[src/rtl/operand_fetch_stage.sv]
// Operand fetch stage: reads reg_file, resolves MEM/WB bypasses, stalls on
// load-use hazards through a one-entry load scoreboard, and presents the
// resolved instruction to execute through a valid/ready output register.
module operand_fetch_stage #(
    parameter int PAYLOAD_W       = 64,
    parameter int LOAD_USE_CYCLES = 1
) (
    input  logic                 clk,
    input  logic                 rst,
    input  logic                 in_valid,
    output logic                 in_ready,
    input  logic [4:0]           in_rs1,
    input  logic [4:0]           in_rs2,
    input  logic                 in_use_rs1,
    input  logic                 in_use_rs2,
    input  logic [4:0]           in_rd,
    input  logic                 in_reg_write,
    input  logic                 in_is_load,
    input  logic [PAYLOAD_W-1:0] in_payload,
    input  logic                 flush,
    output logic [4:0]           rf_rd_reg_1,
    output logic [4:0]           rf_rd_reg_2,
    input  logic [31:0]          rf_rd_data_1,
    input  logic [31:0]          rf_rd_data_2,
    input  logic                 mem_fwd_en,
    input  logic [4:0]           mem_fwd_reg,
    input  logic [31:0]          mem_fwd_data,
    input  logic                 wb_wr_en,
    input  logic [4:0]           wb_wr_reg,
    input  logic [31:0]          wb_wr_data,
    output logic                 out_valid,
    input  logic                 out_ready,
    output logic [31:0]          out_rs1_data,
    output logic [31:0]          out_rs2_data,
    output logic [4:0]           out_rd,
    output logic                 out_reg_write,
    output logic                 out_is_load,
    output logic [PAYLOAD_W-1:0] out_payload
);

    // Bypass priority: x0 is hard zero, then MEM, then WB, then fallback value.
    function automatic logic [31:0] bypass(
        input logic [4:0]  idx,
        input logic [31:0] fallback,
        input logic        m_en,
        input logic [4:0]  m_reg,
        input logic [31:0] m_data,
        input logic        w_en,
        input logic [4:0]  w_reg,
        input logic [31:0] w_data
    );
        logic [31:0] r;
        r = fallback;
        if (idx == 5'd0)
            r = '0;
        else if (m_en && (m_reg == idx))
            r = m_data;
        else if (w_en && (w_reg == idx))
            r = w_data;
        return r;
    endfunction

    logic [4:0]  held_rs1;
    logic [4:0]  held_rs2;
    logic        sb_valid;
    logic [4:0]  sb_rd;
    logic [1:0]  sb_cnt;
    logic        hazard;
    logic        fire;
    logic        load_sets_sb;
    logic [31:0] res_rs1;
    logic [31:0] res_rs2;
    logic [31:0] snoop_rs1;
    logic [31:0] snoop_rs2;

    assign rf_rd_reg_1 = in_rs1;
    assign rf_rd_reg_2 = in_rs2;

    // Operand resolution for the incoming instruction and snooping for the held one.
    always_comb begin
        res_rs1   = bypass(in_rs1, rf_rd_data_1, mem_fwd_en, mem_fwd_reg, mem_fwd_data,
                           wb_wr_en, wb_wr_reg, wb_wr_data);
        res_rs2   = bypass(in_rs2, rf_rd_data_2, mem_fwd_en, mem_fwd_reg, mem_fwd_data,
                           wb_wr_en, wb_wr_reg, wb_wr_data);
        snoop_rs1 = bypass(held_rs1, out_rs1_data, mem_fwd_en, mem_fwd_reg, mem_fwd_data,
                           wb_wr_en, wb_wr_reg, wb_wr_data);
        snoop_rs2 = bypass(held_rs2, out_rs2_data, mem_fwd_en, mem_fwd_reg, mem_fwd_data,
                           wb_wr_en, wb_wr_reg, wb_wr_data);
    end

    // Load-use hazard detection and handshake.
    always_comb begin
        hazard = in_valid && sb_valid && (sb_rd != 5'd0) &&
                 ((in_use_rs1 && (in_rs1 == sb_rd)) || (in_use_rs2 && (in_rs2 == sb_rd)));
        in_ready     = (!out_valid || out_ready) && !hazard && !flush;
        fire         = in_valid && in_ready;
        load_sets_sb = fire && in_is_load && in_reg_write && (in_rd != 5'd0);
    end

    // Output register: capture on fire, bubble when drained, snoop operands while held.
    always_ff @(posedge clk or posedge rst) begin
        if (rst) begin
            out_valid     <= 1'b0;
            out_rs1_data  <= '0;
            out_rs2_data  <= '0;
            out_rd        <= '0;
            out_reg_write <= 1'b0;
            out_is_load   <= 1'b0;
            out_payload   <= '0;
            held_rs1      <= '0;
            held_rs2      <= '0;
        end else if (flush) begin
            out_valid <= 1'b0;
        end else if (fire) begin
            out_valid     <= 1'b1;
            out_rs1_data  <= res_rs1;
            out_rs2_data  <= res_rs2;
            out_rd        <= in_rd;
            out_reg_write <= in_reg_write;
            out_is_load   <= in_is_load;
            out_payload   <= in_payload;
            held_rs1      <= in_rs1;
            held_rs2      <= in_rs2;
        end else if (out_ready) begin
            out_valid <= 1'b0;
        end else if (out_valid) begin
            out_rs1_data <= snoop_rs1;
            out_rs2_data <= snoop_rs2;
        end
    end

    // Load scoreboard: a new load overwrites the entry, otherwise count down on advance.
    always_ff @(posedge clk or posedge rst) begin
        if (rst) begin
            sb_valid <= 1'b0;
            sb_rd    <= '0;
            sb_cnt   <= '0;
        end else if (flush) begin
            sb_valid <= 1'b0;
            sb_cnt   <= '0;
        end else if (load_sets_sb) begin
            sb_valid <= 1'b1;
            sb_rd    <= in_rd;
            sb_cnt   <= 2'(LOAD_USE_CYCLES);
        end else if (sb_valid && out_ready) begin
            if (sb_cnt <= 2'd1) begin
                sb_valid <= 1'b0;
                sb_cnt   <= '0;
            end else begin
                sb_cnt <= sb_cnt - 2'd1;
            end
        end
    end

endmodule

[config.mk]
export PLATFORM = sky130hd
export DESIGN_NAME = operand_fetch_stage
export DESIGN_NICKNAME = d
export VERILOG_FILES = /design/src/rtl/operand_fetch_stage.sv
export SDC_FILE = /design/constraint.sdc
export NUM_CORES = 1
export LEC_CHECK = 0
export ABC_AREA = 1
export CELL_PAD_IN_SITES_DETAIL_PLACEMENT = 0
export CELL_PAD_IN_SITES_GLOBAL_PLACEMENT = 2
export CORE_MARGIN = 2
export CORE_UTILIZATION = 21
export CTS_BUF_LIST = sky130_fd_sc_hd__clkbuf_2 sky130_fd_sc_hd__clkbuf_4 sky130_fd_sc_hd__clkbuf_8
export DETAILED_ROUTE_END_ITERATION = 6
export GPL_TIMING_DRIVEN = 0
export PLACE_DENSITY_LB_ADDON = 0.12
export SLEW_MARGIN = 5
export SYNTH_ARGS = -nofsm -noshare
export SYNTH_HDL_FRONTEND = slang
export SYNTH_SLANG_ARGS = --single-unit
[constraint.sdc]
create_clock -name clk -period 4.9 [get_ports clk]
set_input_delay 0.98 -clock clk [delete_from_list [all_inputs] [get_ports clk]]
set_output_delay 0.98 -clock clk [all_outputs]
set_load 0.01 [all_outputs]
# ---- After elaboration in Yosys (flattened, before gate mapping)
# Cells that the tools add are included.
dict set report totals {
  reg_bits 154
  in_bits 228
  output_inout_bits 147
  elab_cells 97
}
dict set report classes {
  addsub 1
  order_cmp 1
  n_eq_ne 11
  muxes 29
  bitwise 1
  n_reduce_logical 42
}
# op n
set op_table {}
lappend op_table {{32-bit 2-to-1 mux} 18}
lappend op_table {{5-bit == test} 10}
lappend op_table {{1-bit logical AND} 20}
lappend op_table {{5-bit logical NOT} 4}
lappend op_table {{5-bit nonzero test} 2}
lappend op_table {{3-bit nonzero test} 3}
lappend op_table {{2-bit 2-to-1 mux} 4}
lappend op_table {{4-bit AND reduction} 2}
lappend op_table {{4-bit nonzero test} 2}
lappend op_table {{1-bit 2-to-1 mux} 7}
lappend op_table {{2-bit AND reduction} 3}
lappend op_table {{1-bit logical NOT} 3}
lappend op_table {{2-bit by 1-bit <= comparator with 1-bit output, second input constant} 1}
lappend op_table {{1-bit logical OR} 2}
lappend op_table {{2-bit by 1-bit inequality test with 1-bit output, second input constant} 1}
lappend op_table {{2-bit nonzero test} 1}
lappend op_table {{2-bit by 1-bit subtractor with 2-bit output, second input constant} 1}
lappend op_table {{1-bit inverter} 1}

# ---- Logic depth before layout (Yosys ltp)
# Gate-level depths: netlist (run 1).
dict set report depth {
  word_depth 13
  depth_mapped 16
  depth_no_buf 14
}

# ---- Worst setup path after synthesis (run 1)
# OpenSTA, ideal clock, no wires.
dict set report synth_timing {
  kind {input-to-output}
  from {input port in_rs1[1]}
  to {output port in_ready}
  arrival_ns 1.548
  required_ns 3.920
  slack_ns 2.372
  stages 7
  path_buffers 0
  cell_sequence {inv_2 > nand2_1 > nand2_1 > nor2_1 > nand3_1 > nand2_1 > a21oi_1}
}
dict set report synth_between {
  elab_chain_len 7
}
# element line_no
set synth_lines {}
lappend synth_lines {{from (decl)} 12} ;# input logic [4:0] in_rs1,
lappend synth_lines {{5-bit == test} 94} ;# ((in_use_rs1 && (in_rs1 == sb_rd)) || (in_use_rs2 && (in_rs2 == sb_rd)));
lappend synth_lines {{1-bit logical AND} 94}
lappend synth_lines {{1-bit logical OR} 94}
lappend synth_lines {{1-bit logical AND} 93} ;# hazard = in_valid && sb_valid && (sb_rd != 5'd0) &&
lappend synth_lines {{1-bit logical NOT} 95} ;# in_ready = (!out_valid || out_ready) && !hazard && !flush;
lappend synth_lines {{1-bit logical AND (2 in a row)} 95}
lappend synth_lines {{to (decl)} 11} ;# output logic in_ready,
# Every way passes these cells.

# ---- Worst setup path after layout (run 1)
dict set report layout_timing {
  from {input port in_rs1[0]}
  to {output port in_ready}
}
# The elaborated chain is that of the path after synthesis.

==> results of run 1 <==
-- metal layers --
layer	up-vias	global-route usage (%)
li1	5498	-
met3	43	5.85
met1	5215	26.8
met2	326	32.4
met5	-	0
met4	4	6.24
-- critical path, delay by kind of cell --
| kind | cells | cell delay, ps |
|---|---|---|
| AOI/OAI and AO/OA | 1 | 190 |
| and+or+nand+nor | 4 | 320 |
| buffers and inverters | 3 | 1390 |
-- flip-flops by register name, summed over array words and instances (netlist names), 2 cells and up --
register,count
out_payload,64
out_rs1_data,32
out_rs2_data,32
held_rs1,5
held_rs2,5
out_rd,5
sb_rd,5
sb_cnt,2
-- layout make-up --
type	instances	area (sq um)
Clock inverter	13	156
Sequential cell	154	3850
Fill cell	5038	30700
Tap cell	600	751
Inverter	80	310
Timing Repair Buffer	379	3850
Antenna cell	3	7.51
Multi-Input combinational cell	1102	4860
Clock buffer	19	255
Buffer	103	628
-- cells by family (layout without fill, tap and decap cells) --
| family | Yosys count | after routing | share of synthesized area [%] |
|---|---|---|---|
| buf+inv | 183 | 594 | 9.68 |
| simple gates | 844 | 844 | 36.4 |
| flops | 154 | 154 | 39.9 |
| compound gates | 253 | 253 | 13.5 |
| xor+xnor | 5 | 5 | 0.454 |
| other cells | 0 | 3 | 0 |
-- worst paths after layout --
path,to,cells after the start
max,in_ready,8
min,out_rs1_data[16],2
max reg2reg,out_rs2_data[9],14
min reg2reg,out_rs1_data[16],2
max in group asynchronous,out_rs2_data[1],4
min in group asynchronous,out_rs1_data[26],2
-- through the flow --
step,hold slack [ps],instance area (sq um),instances
3_3_place_gp,461,14200,2413
3_5_place_dp,464,14300,2418
6_report,486,14700,2453
5_1_grt,506,14700,2451
2_1_floorplan,481,9660,1439
4_1_cts,492,14700,2450
-- cells in the mapped netlist, types with 5 or more instances --
master                       n  share of area, %
sky130_fd_sc_hd__clkbuf_2    6              0.31
sky130_fd_sc_hd__inv_1      62               2.4
sky130_fd_sc_hd__nand2_1   654                25
sky130_fd_sc_hd__nand4_1    70               4.5
sky130_fd_sc_hd__dfrtp_1   154                40
sky130_fd_sc_hd__inv_2      15              0.58
sky130_fd_sc_hd__o22ai_1    21               1.4
sky130_fd_sc_hd__buf_2      43               2.2
sky130_fd_sc_hd__o21ai_0   151               7.8
sky130_fd_sc_hd__nor3_1      7              0.36
sky130_fd_sc_hd__nor2_1     23              0.89
sky130_fd_sc_hd__buf_6      13               1.5
sky130_fd_sc_hd__a21oi_1    11              0.57
sky130_fd_sc_hd__o21ai_1    67               3.5
sky130_fd_sc_hd__nand3_1    82               4.3
sky130_fd_sc_hd__xor2_1      5              0.45
sky130_fd_sc_hd__clkbuf_1   19              0.74
sky130_fd_sc_hd__buf_4      22               1.7
-- power groups by stage --
stage               logic [mW]  clock network, mW  registers, mW
CTS                       1.92               1.16           1.79
floorplan                0.660                  0           1.91
finish                    1.89               1.10           1.78
global route              2.09               1.20           1.82
detailed placement        1.91                  0           1.81
global placement          1.91                  0           1.80
==> results.sh, run 1 <==
export IMPL_outcome="finished clean"
export IMPL_p_switching_mw=1.74
export IMPL_power_per_cell_area_nw_per_um2=325
export IMPL_tritoncts="done"
export IMPL_yosys_cell_types_count=29
export IMPL_ctsLongestPathBuffers=2
export IMPL_post_place_ws_ps=849
export IMPL_detail_route_wirelength_microns=48100
export IMPL_row_count=78
export IMPL_final_common_cell="sky130_fd_sc_hd__nand2_1"
export IMPL_finalHoldViolCount=0
export IMPL_wl_per_cell_microns=19.6
export IMPL_finalNetCount=2065
export IMPL_worst_setup_hold_path_clk_slew_ps=90
export IMPL_setup_violations=0
export IMPL_totalPowerFinal_mw=4.77
export IMPL_cts_resized=0
export IMPL_slew_violations=0
export IMPL_wl_met1_microns=21800
export IMPL_cp_startpoint="in_rs1[0]"
export IMPL_viasPerCell=4.52
export IMPL_dominantRegCellSynth="sky130_fd_sc_hd__dfrtp_1"
export IMPL_design_die_area_sq_um=47700
export IMPL_grt_use_total_pct=20.4
export IMPL_final_layout_size_suffix_gt1_share_pct=8.00
export IMPL_cts_hold_buffers=0
export IMPL_grt_start_max_net_pins=36
export IMPL_fmax_mhz=259
export IMPL_crit_reg2reg_launch="sb_rd[2]"
export IMPL_globalRoute_totalOverflow=0
export IMPL_synth_seq_cells=154
export IMPL_critPathArrivalTime_ps=2880
export IMPL_route_detailed_drc=0
export IMPL_final_cell_mix="sky130_fd_sc_hd__nand2_1, sky130_fd_sc_hd__clkdlybuf4s50_1, sky130_fd_sc_hd__dfrtp_1, sky130_fd_sc_hd__o21ai_0, sky130_fd_sc_hd__nand3_1"
export IMPL_worstMarginPinSlew_ps=980
export IMPL_finClkSkew_ps=22.5
export IMPL_synth_seq_area_share_pct=39.9
export IMPL_met3_length_microns=3260
export IMPL_initial_utilization_pct=21.3
export IMPL_timing_critical_path_slowest_stage_cell="sky130_fd_sc_hd__clkdlybuf4s50_1"
export IMPL_grt_first_pass_wirelength_microns=72200
export IMPL_slew_limit_headroom_pct=34.6
export IMPL_critical_path_cell_chain="clkdlybuf4s50_1, inv_2, nor2_1, nor2_1, nand3_1, nand2_1, a21oi_1, clkdlybuf4s50_1"
export IMPL_topmost_layer_with_routed_signal_wires="met5"
export IMPL_synth_nets=1667
export IMPL_crit_path_end_kind="output port"
export IMPL_maxCapViolCount=0
export IMPL_pre_antenna_drt_iters=4
export IMPL_route_antenna_remaining_nets=0
export IMPL_yosysWarnings=0
export IMPL_hold_path_startpoint="out_rs1_data[16]"
export IMPL_synth_area_sq_um=9650
export IMPL_route_vias_total=11100
export IMPL_die_height_microns=218
export IMPL_place_congestion=0.868
export IMPL_rsz0062_at_grt="false"
export IMPL_synth_async_reset_ratio_pct=100
export IMPL_timing_critical_path_fanout_max=5
export IMPL_fp_coreArea_sq_um=45400
export IMPL_totalNegativeSetupSlack_ps=0
export IMPL_min_delay_path_class="reg2reg"
export IMPL_irDropWorstVdd_mv=0.193
export IMPL_combPwrFrac_pct=39.7
export IMPL_critical_path_max_stage_delay_ps=660
export IMPL_synthCells=1439
export IMPL_clock_root_buffer="sky130_fd_sc_hd__clkbuf_8"
export IMPL_io_buffer_count=374
export IMPL_design_portCount=375
export IMPL_number_of_buffers_inserted_during_clock_tree_synthesis=17
export IMPL_part_of_the_power_in_the_clock_network_pct=23.0
export IMPL_h_tree_depth=4
export IMPL_dp_hpwl_microns=36600
export IMPL_clk_sinks=154
export IMPL_area_growth_pct=52.1
export IMPL_timing_final_crit_share_pct=78.9
export IMPL_post_cts_setup_buffer_count=0
export IMPL_post_synth_cell_area_avg_sq_um=6.71
export IMPL_dr_first_iter_drc_count=630
export IMPL_antenna_found_initial=4
export IMPL_pwr_share_seq_pct=37.3
export IMPL_worst_ep_required_time_ps=3920
export IMPL_chip_width_microns=218
export IMPL_cellInternalPower_mw=3.03
export IMPL_number_of_enable_flip_flop_cells_after_synthesis=0
export IMPL_setup_slack_ps=1040
export IMPL_worstSetupStartpointType="input port"
export IMPL_p_leak_nw=7.10
export IMPL_finalCoreUtilization_pct=32.3
export IMPL_first_global_vias=11400
export IMPL_timing_reg2reg_setup_slack_ps=2460
export IMPL_clk_latency_ps=580
export IMPL_worstSetupPathType="in2out"
export IMPL_layout_min_cycle_time_ps=3860
export IMPL_power_share_switching_pct=36.4
export IMPL_met2RoutedLength_microns=22200
Power figures use the tool's default switching activity.
==> run 2, diff against run 1 <==
--- a/config.mk
+++ b/config.mk
@@ -9,7 +9,7 @@
 export CELL_PAD_IN_SITES_DETAIL_PLACEMENT = 0
 export CELL_PAD_IN_SITES_GLOBAL_PLACEMENT = 2
 export CORE_MARGIN = 2
-export CORE_UTILIZATION = 21
+export CORE_UTILIZATION = 23
 export CTS_BUF_LIST = sky130_fd_sc_hd__clkbuf_2 sky130_fd_sc_hd__clkbuf_4 sky130_fd_sc_hd__clkbuf_8
 export DETAILED_ROUTE_END_ITERATION = 6
 export GPL_TIMING_DRIVEN = 0
==> constraint.sdc (replaced) <==
create_clock -name clk -period 4 [get_ports clk]
set_input_delay 0.8 -clock clk [delete_from_list [all_inputs] [get_ports clk]]
set_output_delay 0.8 -clock clk [all_outputs]
set_load 0.01 [all_outputs]
==> results.sh, run 2 (synthesis results as in run 1) <==
export IMPL_critical_path_max_stage_delay_ps=650
export IMPL_grt_first_pass_wirelength_microns=71800
export IMPL_p_leak_nw=7.07
export IMPL_p_switching_mw=2.07
export IMPL_critPathArrivalTime_ps=2780
export IMPL_wl_per_cell_microns=19.6
export IMPL_die_height_microns=209
export IMPL_io_buffer_count=374
export IMPL_final_cell_mix="sky130_fd_sc_hd__nand2_1, sky130_fd_sc_hd__clkdlybuf4s50_1, sky130_fd_sc_hd__dfrtp_1, sky130_fd_sc_hd__o21ai_0, sky130_fd_sc_hd__nand3_1"
export IMPL_first_global_vias=11500
export IMPL_outcome="finished clean"
export IMPL_filler_cell_count=4581
export IMPL_finalHoldViolCount=0
export IMPL_combPwrFrac_pct=40.0
export IMPL_worstSetupPathType="in2out"
export IMPL_power_share_switching_pct=35.9
export IMPL_crit_path_end_kind="output port"
export IMPL_h_tree_depth=4
export IMPL_cpLargestDelayFamily="buffers and inverters"
export IMPL_cellInternalPower_mw=3.69
export IMPL_clk_latency_ps=500
export IMPL_layout_min_cycle_time_ps=3580
export IMPL_biggest_regs="out_payload: 64 flops, out_rs1_data: 32 flops, out_rs2_data: 32 flops"
export IMPL_pre_antenna_drt_iters=5
export IMPL_cts_resized=0
export IMPL_place_congestion=0.832
export IMPL_largest_register_ffs=64
export IMPL_initial_utilization_pct=23.2
export IMPL_fp_coreArea_sq_um=41700
export IMPL_final_common_cell="sky130_fd_sc_hd__nand2_1"
export IMPL_slew_violations=0
export IMPL_row_count=75
export IMPL_worstMarginPinSlew_ps=963
export IMPL_rsz0062_at_grt="false"
export IMPL_registers_top_by_ff_count="out_payload"
export IMPL_power_per_cell_area_nw_per_um2=396
export IMPL_layoutNonFillerInstCount=2388
export IMPL_setup_violations=0
export IMPL_part_of_the_power_in_the_clock_network_pct=22.1
export IMPL_worst_setup_hold_path_clk_slew_ps=80
export IMPL_irDropWorstVdd_mv=0.234
export IMPL_timing_final_crit_share_pct=89.6
export IMPL_globalRoute_totalOverflow=0
export IMPL_critical_path_cell_chain="clkdlybuf4s50_1, inv_2, nand2_1, nand2_1, nor2_1, nand3_1, nand2_1, a21oi_1, clkdlybuf4s50_1"
export IMPL_maxCapViolCount=0
export IMPL_chip_width_microns=209
export IMPL_finalNetCount=2064
export IMPL_dp_hpwl_microns=35200
export IMPL_route_antenna_remaining_nets=0
export IMPL_design_die_area_sq_um=43600
export IMPL_tritoncts="done"
export IMPL_area_growth_pct=50.7
export IMPL_clock_root_buffer="sky130_fd_sc_hd__clkbuf_8"
export IMPL_grt_use_total_pct=21.6
export IMPL_design_portCount=375
export IMPL_number_of_buffers_inserted_during_clock_tree_synthesis=17
export IMPL_min_delay_path_class="reg2reg"
export IMPL_grt_start_max_net_pins=35
export IMPL_dp_cells=2356
export IMPL_timing_critical_path_fanout_max=6
export IMPL_clk_sinks=154
export IMPL_finClkSkew_ps=22.7
export IMPL_cts_hold_buffers=0
export IMPL_viasPerCell=4.68
export IMPL_detail_route_wirelength_microns=46900
export IMPL_totalPowerFinal_mw=5.76
export IMPL_slew_limit_headroom_pct=35.8
export IMPL_cp_num_buf_inv=3
export IMPL_dr_first_iter_drc_count=646
export IMPL_route_vias_total=11200
export IMPL_critPathMostFrequentCell="sky130_fd_sc_hd__nand2_1"
export IMPL_ctsLongestPathBuffers=2
export IMPL_antenna_found_initial=5
export IMPL_finalCoreUtilization_pct=34.9
export IMPL_worstSetupStartpointType="input port"
export IMPL_timing_critical_path_slowest_stage_cell="sky130_fd_sc_hd__clkdlybuf4s50_1"
export IMPL_post_cts_setup_buffer_count=0
export IMPL_route_detailed_drc=0
export IMPL_fmax_mhz=279
export IMPL_final_layout_size_suffix_gt1_share_pct=7.85
export IMPL_pwr_share_seq_pct=37.9
export IMPL_worst_ep_required_time_ps=3200
-- run 2: per-stage QoR --
stage	area, sq um	setup TNS [ps]	worst slack [ps]	hold WS [ps]
3_5_place_dp	14200	0	239	464
3_3_place_gp	14100	-85900	-594	461
4_1_cts	14500	0	395	489
6_report	14500	0	415	482
5_1_grt	14500	0	317	512
2_1_floorplan	9660	0	1260	481
-- run 2: final cells by class --
type / count / area [sq um] / area share [%]
inverter: 80 / 310 / 2.13
tap: 539 / 674 / 4.64
sequential: 154 / 3850 / 26.5
buffer: 103 / 628 / 4.32
antenna: 2 / 5.00 / 0.0344
multi-input combinational: 1102 / 4860 / 33.4
timing repair buffer: 378 / 3820 / 26.3
clock buffer: 19 / 249 / 1.71
clock inverter: 11 / 136 / 0.938
-- run 2: final timing paths --
check	cells past startpoint	from	slack, ps	endpoint
worst max-delay path	9	in_rs2[0]	420	in_ready
worst min-delay path	2	out_payload[59]	480	out_payload[59]
worst max register to register	14	sb_rd[4]	1630	out_rs2_data[8]
worst min register to register	2	out_payload[59]	480	out_payload[59]
max in group asynchronous	4	rst	2270	out_rs2_data[7]
min in group asynchronous	2	rst	780	out_rs1_data[24]
-- run 2: routing by layer --
layer  global-route usage, %  vias to the layer above  part of all wire (%)
met4                    6.03                        0                   1.9
li1                        -                     5487                     -
met5                       0                        -                     0
met2                    34.5                      362                    46
met3                    5.34                       42                   6.5
met1                    29.0                     5291                    46
-- run 2: worst register-to-register path, stage by stage (launching register included) --
cell and delay, ps:
sky130_fd_sc_hd__dfrtp_1 420, sky130_fd_sc_hd__inv_1 120, sky130_fd_sc_hd__nand2_1 60, sky130_fd_sc_hd__nand2_1 70
sky130_fd_sc_hd__nor2_1 50, sky130_fd_sc_hd__nand3_1 80, sky130_fd_sc_hd__nand2_1 80, sky130_fd_sc_hd__nand2_1 80
sky130_fd_sc_hd__nand3_2 110, sky130_fd_sc_hd__inv_2 200, sky130_fd_sc_hd__nand2_1 260, sky130_fd_sc_hd__clkbuf_2 300
sky130_fd_sc_hd__o21ai_1 280, sky130_fd_sc_hd__nand2_1 120, sky130_fd_sc_hd__nand2_1 80
-- run 2: power by group through the flow --
stage | combinational (mW) | clock [mW] | sequential, mW
after CTS | 2.34 | 1.34 | 2.19
after detailed placement | 2.33 | 0 | 2.21
final | 2.31 | 1.27 | 2.18
after global routing | 2.53 | 1.39 | 2.24
after global placement | 2.33 | 0 | 2.20
after floorplan | 0.809 | 0 | 2.35
==> run 3, diff against run 2 <==
--- a/config.mk
+++ b/config.mk
@@ -11,6 +11,7 @@
 export CORE_MARGIN = 2
 export CORE_UTILIZATION = 23
 export CTS_BUF_LIST = sky130_fd_sc_hd__clkbuf_2 sky130_fd_sc_hd__clkbuf_4 sky130_fd_sc_hd__clkbuf_8
+export CTS_CLUSTER_SIZE = 10
 export DETAILED_ROUTE_END_ITERATION = 6
 export GPL_TIMING_DRIVEN = 0
 export PLACE_DENSITY_LB_ADDON = 0.12
==> results of run 3 <==
The final DEF is identical to that of run 2; final timing and power are the same.
